--- config.mk ---
export PLATFORM = sky130hd
export DESIGN_NAME = data_mem_responder
export DESIGN_NICKNAME = d
export VERILOG_FILES = /design/src/rtl/data_mem_responder.sv
export SDC_FILE = /design/constraint.sdc
export NUM_CORES = 2
export LEC_CHECK = 0
export CAP_MARGIN = 20
export CORE_UTILIZATION = 45
export CTS_BUF_LIST = sky130_fd_sc_hd__clkbuf_16
export CTS_CLUSTER_SIZE = 16
export DETAILED_ROUTE_END_ITERATION = 10
export DONT_BUFFER_PORTS = 1
export MAX_ROUTING_LAYER = met4
export SETUP_SLACK_MARGIN = 0.02
export SKIP_CTS_REPAIR_TIMING = 1
export SLEW_MARGIN = 20
export SYNTH_ARGS = -nofsm -noshare
export SYNTH_HDL_FRONTEND = slang
export SYNTH_SLANG_ARGS = --single-unit
--- constraint.sdc ---
create_clock -name clk -period 5.8 [get_ports clk]
set_input_delay 1.16 -clock clk [delete_from_list [all_inputs] [get_ports clk]]
set_output_delay 1.16 -clock clk [all_outputs]
set_load 0.02 [all_outputs]
--- src/rtl/data_mem_responder.sv ---
// Single-port doubleword data memory answering one load/store at a time; DMEM_MISALIGN_TRAP_EN turns misalignment into an error.
// Latency: rsp_valid rises LATENCY+1 cycles after the accept edge; memory update and load sample happen on the edge entering RESP.
// Backpressure: the response is held until rsp_ready; req_ready is low from accept until the response is consumed.
module data_mem_responder #(
    parameter int DEPTH   = 32,
    parameter int LATENCY = 2
) (
    input  logic        clk,
    input  logic        reset,
    input  logic        req_valid,
    output logic        req_ready,
    input  logic        req_write,
    input  logic [63:0] req_addr,
    input  logic [63:0] req_wdata,
    input  logic [1:0]  req_size,
    input  logic        req_unsigned,
    output logic        rsp_valid,
    input  logic        rsp_ready,
    output logic [63:0] rsp_rdata,
    output logic        rsp_err
);
    localparam int AW = $clog2(DEPTH);

    typedef enum logic [1:0] {IDLE, WAIT, RESP} state_t;

    state_t      state;
    logic [3:0]  cnt;
    logic        l_write;
    logic [63:0] l_addr;
    logic [63:0] l_wdata;
    logic [1:0]  l_size;
    logic        l_unsigned;
    logic [63:0] mem [DEPTH];

    logic          a_write;
    logic [63:0]   a_addr;
    logic [63:0]   a_wdata;
    logic [1:0]    a_size;
    logic          a_unsigned;
    logic          accept;
    logic          go_resp;
    logic [2:0]    align_mask;
    logic [63:0]   size_mask;
    logic [63:0]   lane_mask;
    logic [63:0]   eff_addr;
    logic [2:0]    lane;
    logic [AW-1:0] idx;
    logic          oor;
    logic          err;
    logic [63:0]   old_dw;
    logic [63:0]   new_dw;
    logic [63:0]   shifted;
    logic [63:0]   ld_data;
`ifdef DMEM_MISALIGN_TRAP_EN
    logic          misalign;
`endif

    assign req_ready = (state == IDLE);
    assign accept    = req_valid && req_ready;
    // With LATENCY == 0 the access completes on the accept edge itself, so it must use the live request.
    assign go_resp   = (accept && (LATENCY == 0)) || ((state == WAIT) && (cnt == 4'(LATENCY - 1)));

    always_comb begin
        if (state == IDLE) begin
            a_write    = req_write;
            a_addr     = req_addr;
            a_wdata    = req_wdata;
            a_size     = req_size;
            a_unsigned = req_unsigned;
        end else begin
            a_write    = l_write;
            a_addr     = l_addr;
            a_wdata    = l_wdata;
            a_size     = l_size;
            a_unsigned = l_unsigned;
        end

        case (a_size)
            2'd0:    begin align_mask = 3'b000; size_mask = 64'h0000_0000_0000_00ff; end
            2'd1:    begin align_mask = 3'b001; size_mask = 64'h0000_0000_0000_ffff; end
            2'd2:    begin align_mask = 3'b011; size_mask = 64'h0000_0000_ffff_ffff; end
            default: begin align_mask = 3'b111; size_mask = 64'hffff_ffff_ffff_ffff; end
        endcase

        oor = |a_addr[63:3+AW];
`ifdef DMEM_MISALIGN_TRAP_EN
        misalign = |(a_addr[2:0] & align_mask);
        eff_addr = a_addr;
        err      = oor || misalign;
`else
        eff_addr = {a_addr[63:3], a_addr[2:0] & ~align_mask};
        err      = oor;
`endif

        lane      = eff_addr[2:0];
        idx       = eff_addr[3+AW-1:3];
        old_dw    = mem[idx];
        lane_mask = size_mask << {lane, 3'b000};
        new_dw    = (old_dw & ~lane_mask) | ((a_wdata << {lane, 3'b000}) & lane_mask);
        shifted   = old_dw >> {lane, 3'b000};

        case (a_size)
            2'd0:    ld_data = a_unsigned ? {56'd0, shifted[7:0]}  : {{56{shifted[7]}},  shifted[7:0]};
            2'd1:    ld_data = a_unsigned ? {48'd0, shifted[15:0]} : {{48{shifted[15]}}, shifted[15:0]};
            2'd2:    ld_data = a_unsigned ? {32'd0, shifted[31:0]} : {{32{shifted[31]}}, shifted[31:0]};
            default: ld_data = shifted;
        endcase
    end

    always_ff @(posedge clk) begin
        if (!reset) begin
            state     <= IDLE;
            cnt       <= 4'd0;
            rsp_valid <= 1'b0;
            rsp_rdata <= 64'd0;
            rsp_err   <= 1'b0;
        end else begin
            case (state)
                IDLE: begin
                    if (accept) begin
                        l_write    <= req_write;
                        l_addr     <= req_addr;
                        l_wdata    <= req_wdata;
                        l_size     <= req_size;
                        l_unsigned <= req_unsigned;
                        cnt        <= 4'd0;
                        if (LATENCY == 0) state <= RESP;
                        else              state <= WAIT;
                    end
                end
                WAIT: begin
                    if (go_resp) begin
                        state <= RESP;
                        cnt   <= 4'd0;
                    end else begin
                        cnt <= cnt + 4'd1;
                    end
                end
                RESP: begin
                    if (rsp_ready) begin
                        state     <= IDLE;
                        rsp_valid <= 1'b0;
                    end
                end
                default: state <= IDLE;
            endcase

            if (go_resp) begin
                rsp_valid <= 1'b1;
                rsp_err   <= err;
                rsp_rdata <= (a_write || err) ? 64'd0 : ld_data;
            end
        end
    end

    // Contents survive reset; a commit coinciding with reset low is dropped.
    always_ff @(posedge clk) begin
        if (reset && go_resp && a_write && !err) begin
            mem[idx] <= new_dw;
        end
    end
endmodule

# After elaboration in Yosys (flattened, before gate mapping)
# Memory sizes are Yosys's and may differ from the RTL's.
# Cells that the tools add are included.
# word_totals
register_bits	204
ramBits	2048
out_inout_bits	67
elab_cells	70
mem_count	1
# classes
add_sub_neg	1
n_eq_ne	8
n_shift	3
muxes	24
n_bitwise	6
reduce_logical	17
# memory_table
memory	words	word_bits	read_ports	rd_clocked_by_memory_dff	write_ports	line	rtl
mem	32	64	1	0	1	33	logic [63:0] mem [DEPTH];
# op_table
operator	n
$mux W64	6
$pmux W64 S3	2
$and A64 B64 Y64	2
$shl A64 B6 Y64	2
$not A64 Y64	1
$or A64 B64 Y64	1
$shr A64 B6 Y64	1
$reduce_or A56 Y1	1
$pmux W3 S3	1
$mux W2	4
$mux W4	2
$pmux W4 S2	1
$mux W1	7
$pmux W2 S3	1
$reduce_and A3 Y1	2
$reduce_bool A2 Y1	3
$logic_and A1 B1 Y1	5
$add A4 B1 Y4 const B	1
$eq A2 B1 Y1 const B	2
$eq A2 B2 Y1 const B	2
$eq A4 B1 Y1 const B	1
$logic_not A2 Y1	2
$ne A2 B2 Y1 const B	2
$reduce_and A2 Y1	2
5 further kinds	5

# Depth between registers and ports, before layout
# logic_depth
word_depth	10
mapped_depth	18

# Worst setup path after synthesis
# OpenSTA, ideal clock, no wires.
# synth_path
kind	reg-to-reg
from	register state[1]
to	register l_addr[0], enable pin
t_arrival_ns	5.341
t_required_ns	5.292
path_slack_ns	-0.049
stages_incl_launch_ff	11
path_buffers	7
period_less_slack_ns	5.849
path_cell_list	dfxtp_1 or2_1 buf_6 inv_2 buf_6 buf_2 buf_2 buf_2 buf_2 buf_2 and3_1
# synth_via
elab_chain_cells	3
# synth_rtl
element	line	rtl
start: declaration	26	state_t state;
start signal: assignment	112	state <= IDLE;
start signal: assignment	127	if (LATENCY == 0) state <= RESP;
start signal: assignment	128	else state <= WAIT;
$logic_not A2 Y1 (*)	58	assign req_ready = (state == IDLE);
via req_ready	11	output logic req_ready,
$logic_and A1 B1 Y1	59	assign accept = req_valid && req_ready;
$reduce_and A3 Y1 (no line) (*)	-	
end signal: assignment	122	l_addr <= req_addr;
end: declaration	29	logic [63:0] l_addr;
# Mark *: on every way through the listed nets, which the timed path passes. The rest lies on a longest branch.
# A chain may end at the register's enable or synchronous reset.

# Worst setup path after layout
# layout_path
from	register state[1]
to	register rsp_rdata[8]
# layout_via
elab_chain_cells	10
# layout_rtl
element	line	rtl
$logic_not A2 Y1 (*)	-	
via req_ready	11	
branches (longest 8 deep; another with $mem_v2 Z32 W64)	-	
$mux W64 (*)	151	rsp_rdata <= (a_write || err) ? 64'd0 : ld_data;
end signal: assignment	151	
end: declaration	19	output logic [63:0] rsp_rdata,
# Mark *: on every way through the listed nets, which the timed path passes.

==> metrics.txt <==
Slew Viols, Final 0; CP Max Fanout between 50 and 60; DP HPWL 156000 um; most frequent cell on the critical path buf_12; Die X around 440 um; top_reg_cell synth edfxtp_1; Psw 9470 uW; Filler cells approximately 15000; CTS Sinks approximately 2300; H-Tree Depth 4; Placed Area 89300 sq um; Vias per Instance 6.70; final setup vio count 0; max_slew headroom between 20% and 30%; DRC Markers 0; Initial Util a little under half; largest family of logic cells by synthesized area compound AO/OA/AOI/OAI gates; Post-Synth Adder-Cell Area less than 1%; WP depth 13; fraction of the mapped netlist area in simple logic gates 3.30%; Site Rows around 160; post-layout minimum cycle time approximately 5.5 ns; Die Y-Extent between 400 and 500 um; Max Fclk around 180 MHz; Worst-path clk slew 0.07 ns; P&R area growth vs syn 14.1%; initial antenna violation count 14; Internal Power around 28000 uW; max incr delay on CP roughly 0.70 ns; grt total ovfl 0; DR pass1 iterations 7; Comb power frac a little under an eighth; Syn Area/Cell approximately 16 sq um; Yosys reg bits 2252; largest net degree at the start of global routing roughly 120; vias in the first global route roughly 50000; I/O pin cnt roughly 200; Reg2Reg Launch Point state[1]; Clock Power Share a little under two fifths; ANT nets after route 0; CP startpoint kind register; worst slew pin tran ~1.2 ns; Root Buffer clkbuf_16; Leakage between 0.03 and 0.04 uW; status completed; Max clock buf depth 3; Crit path required time around 6.6 ns; worst skew pair latency about 0.9 ns; Util after Layout 51.9%; Final GP Congestion just over 0.9; total design power about 37000 uW; fin crit share between 90% and 100%; worst path cell trace or2_2 > inv_6 > o31a_2 > buf_12 > buf_12 > o22ai_1 > o21ai_0 > nand4_1 > nor2_1 > mux2i_1 > a21oi_1 > a221oi_1 > nand2_1; warnings from Yosys 0; Post-Synthesis Cells approximately 5200; Final Hold Viols 0; register area share after synthesis 79.2%; Async S/R FF share, synth 0%; top cells by count, synth 2180 x edfxtp_1, 954 x o22ai_1, 514 x o21ai_0; critical path class reg2reg; TritonCTS buffer count 214; R2R Path End rsp_rdata[8]; dominant cells by area after synthesis edfxtp_1 77%, o22ai_1 7.1%, o21ai_0 3.0%; Crit path max-delay family compound AO/OA/AOI/OAI gates; top-count cell post-synth edfxtp_1; Synth area leader edfxtp_1; Hold WS around 0.37 ns; first-pass GRT wire length 389000 um; Max-cap violations 0; RSZ-0062 raised after global routing false; Power Density a little under 400 nW/um^2; synth unique cells 63; WHS Path Cells 0; Mapped Area 84500 sq um; mux contribution to synthesized area 2.25%; wire per inst about 35 um; port bufs 0; clk_skew between 0.05 and 0.06 ns; final wirelength 280000 um; WP buf/inv 3; Compound-Gate Fraction of Synth Area 13.3%; R2R Setup Slk ~0.33 ns; Crit path arrival time 6.27 ns; Switching Share 25.4%; finished layout cell area slightly below 100000 sq um; syn nets between 5000 and 6000; critical path endpoint category register; GRT Total Usage 29.7%; crit path to rsp_rdata[8]; Reg2Reg Depth 13; xor-xnor portion of the synthesized cell area 0%; peak supply drop approximately 0.29 mV; die area 190000 sq um; First DRT Iteration DRCs a little over 8000; CTS tree built; CORE AREA about 190000 sq um; vias ~54000; CP startpoint state[1]; fraction of layout cells with a size suffix above 1 a little over an eighth; Hold Crit Class in2reg; EDFF count, synth roughly 2200; post-synth top area share 77.5%; pre-CTS setup slack 0.187 ns; Nets 5446; sequential power share between 50% and 60%; worst setup margin approximately 0.33 ns; CP max-delay cell nor2_1
worst register-to-register path, cell delays in order (launching register included):
cell,delay [ns]
dfxtp_1,0.43
or2_2,0.66
inv_6,0.44
o31a_2,0.59
buf_12,0.41
buf_12,0.33
o22ai_1,0.21
o21ai_0,0.23
nand4_1,0.17
nor2_1,0.70
mux2i_1,0.39
a21oi_1,0.63
a221oi_1,0.10
nand2_1,0.10
flip-flops by register name, indices dropped and copies added (netlist names):
signal,count
mem,2048
l_addr,64
l_wdata,64
rsp_rdata,64
cnt,4
l_size,2
state,2
l_unsigned,1
l_write,1
rsp_err,1
rsp_valid,1
power groups by stage:
stage | clock (uW) | combinational (uW) | sequential [uW]
final | 13900 | 4340 | 19000
after global routing | 14600 | 4490 | 19000
after CTS | 14000 | 4170 | 19100
after detailed placement | 0 | 4160 | 19400
after global placement | 0 | 4070 | 19400
after floorplan | 0 | 2210 | 19400
kinds of logic after synthesis:
kind of cell    after synthesis
fa+ha+maj                     2
flops                      2252
buf+inv                     378
compound gates             1833
simple gates                600
mux                         137
final cells by class:
cell class              count  area [sq um]  share of cell area, %
diodes                     27          67.6                 0.0700
clock buffers             217          5430                   5.63
clock inverters           190          1560                   1.62
inverters                   9          38.8                 0.0402
multi-input cells        2572         16700                   17.3
flip-flops and latches   2252         66900                   69.4
well taps                2480          3100                   3.22
repair buffers            259          2670                   2.77
worst min-delay path by stage:
stage | start | to | slack [ns]
finish | req_wdata[58] | l_wdata[58] | 0.37
detailed placement | rsp_rdata[57] | rsp_rdata[57] | 0.55
global placement | cnt[1] | cnt[1] | 0.53
CTS | req_addr[23] | l_addr[23] | 0.32
global route | req_addr[23] | l_addr[23] | 0.35
floorplan | cnt[1] | cnt[1] | 0.50
cells in the final DEF (no fill, tap or decap), types with 22 or more instances in the layout:
cell type	synthesis	layout
a21oi_1	91	74
a221oi_1	63	63
a22o_1	57	57
buf_12	0	58
buf_4	8	201
bufinv_16	0	22
clkbuf_16	0	217
clkinv_1	0	52
clkinv_2	0	46
dfxtp_1	72	72
diode_2	0	27
edfxtp_1	2180	2180
inv_1	8	51
mux2i_1	78	77
mux4_2	40	40
nand2_1	187	184
nand4_1	118	118
nor2_1	190	148
nor2_4	0	40
nor3_1	27	27
nor4_1	23	23
o21ai_0	514	492
o21ai_1	41	47
o22ai_1	954	954
metrics by stage:
step / instances / setup TNS (ns)
2_1_floorplan: 5202 / -36.91
3_3_place_gp: 7572 / 0
3_5_place_dp: 7572 / 0
4_1_cts: 7979 / 0
5_1_grt: 8002 / 0
6_report: 8006 / 0
metal layers:
| layer | global-route usage (%) | part of all wire [%] | routed length [um] | vias to the layer above |
|---|---|---|---|---|
| li1 | - | - | - | 21700 |
| met1 | 38.8 | 37 | 104000 | 27500 |
| met2 | 44.5 | 46 | 129000 | 3641 |
| met3 | 5.63 | 11 | 30600 | 688 |
| met4 | 15.4 | 5.8 | 16400 | 0 |
| met5 | - | 0 | 0 | - |
(Power assumes the default switching activity.)
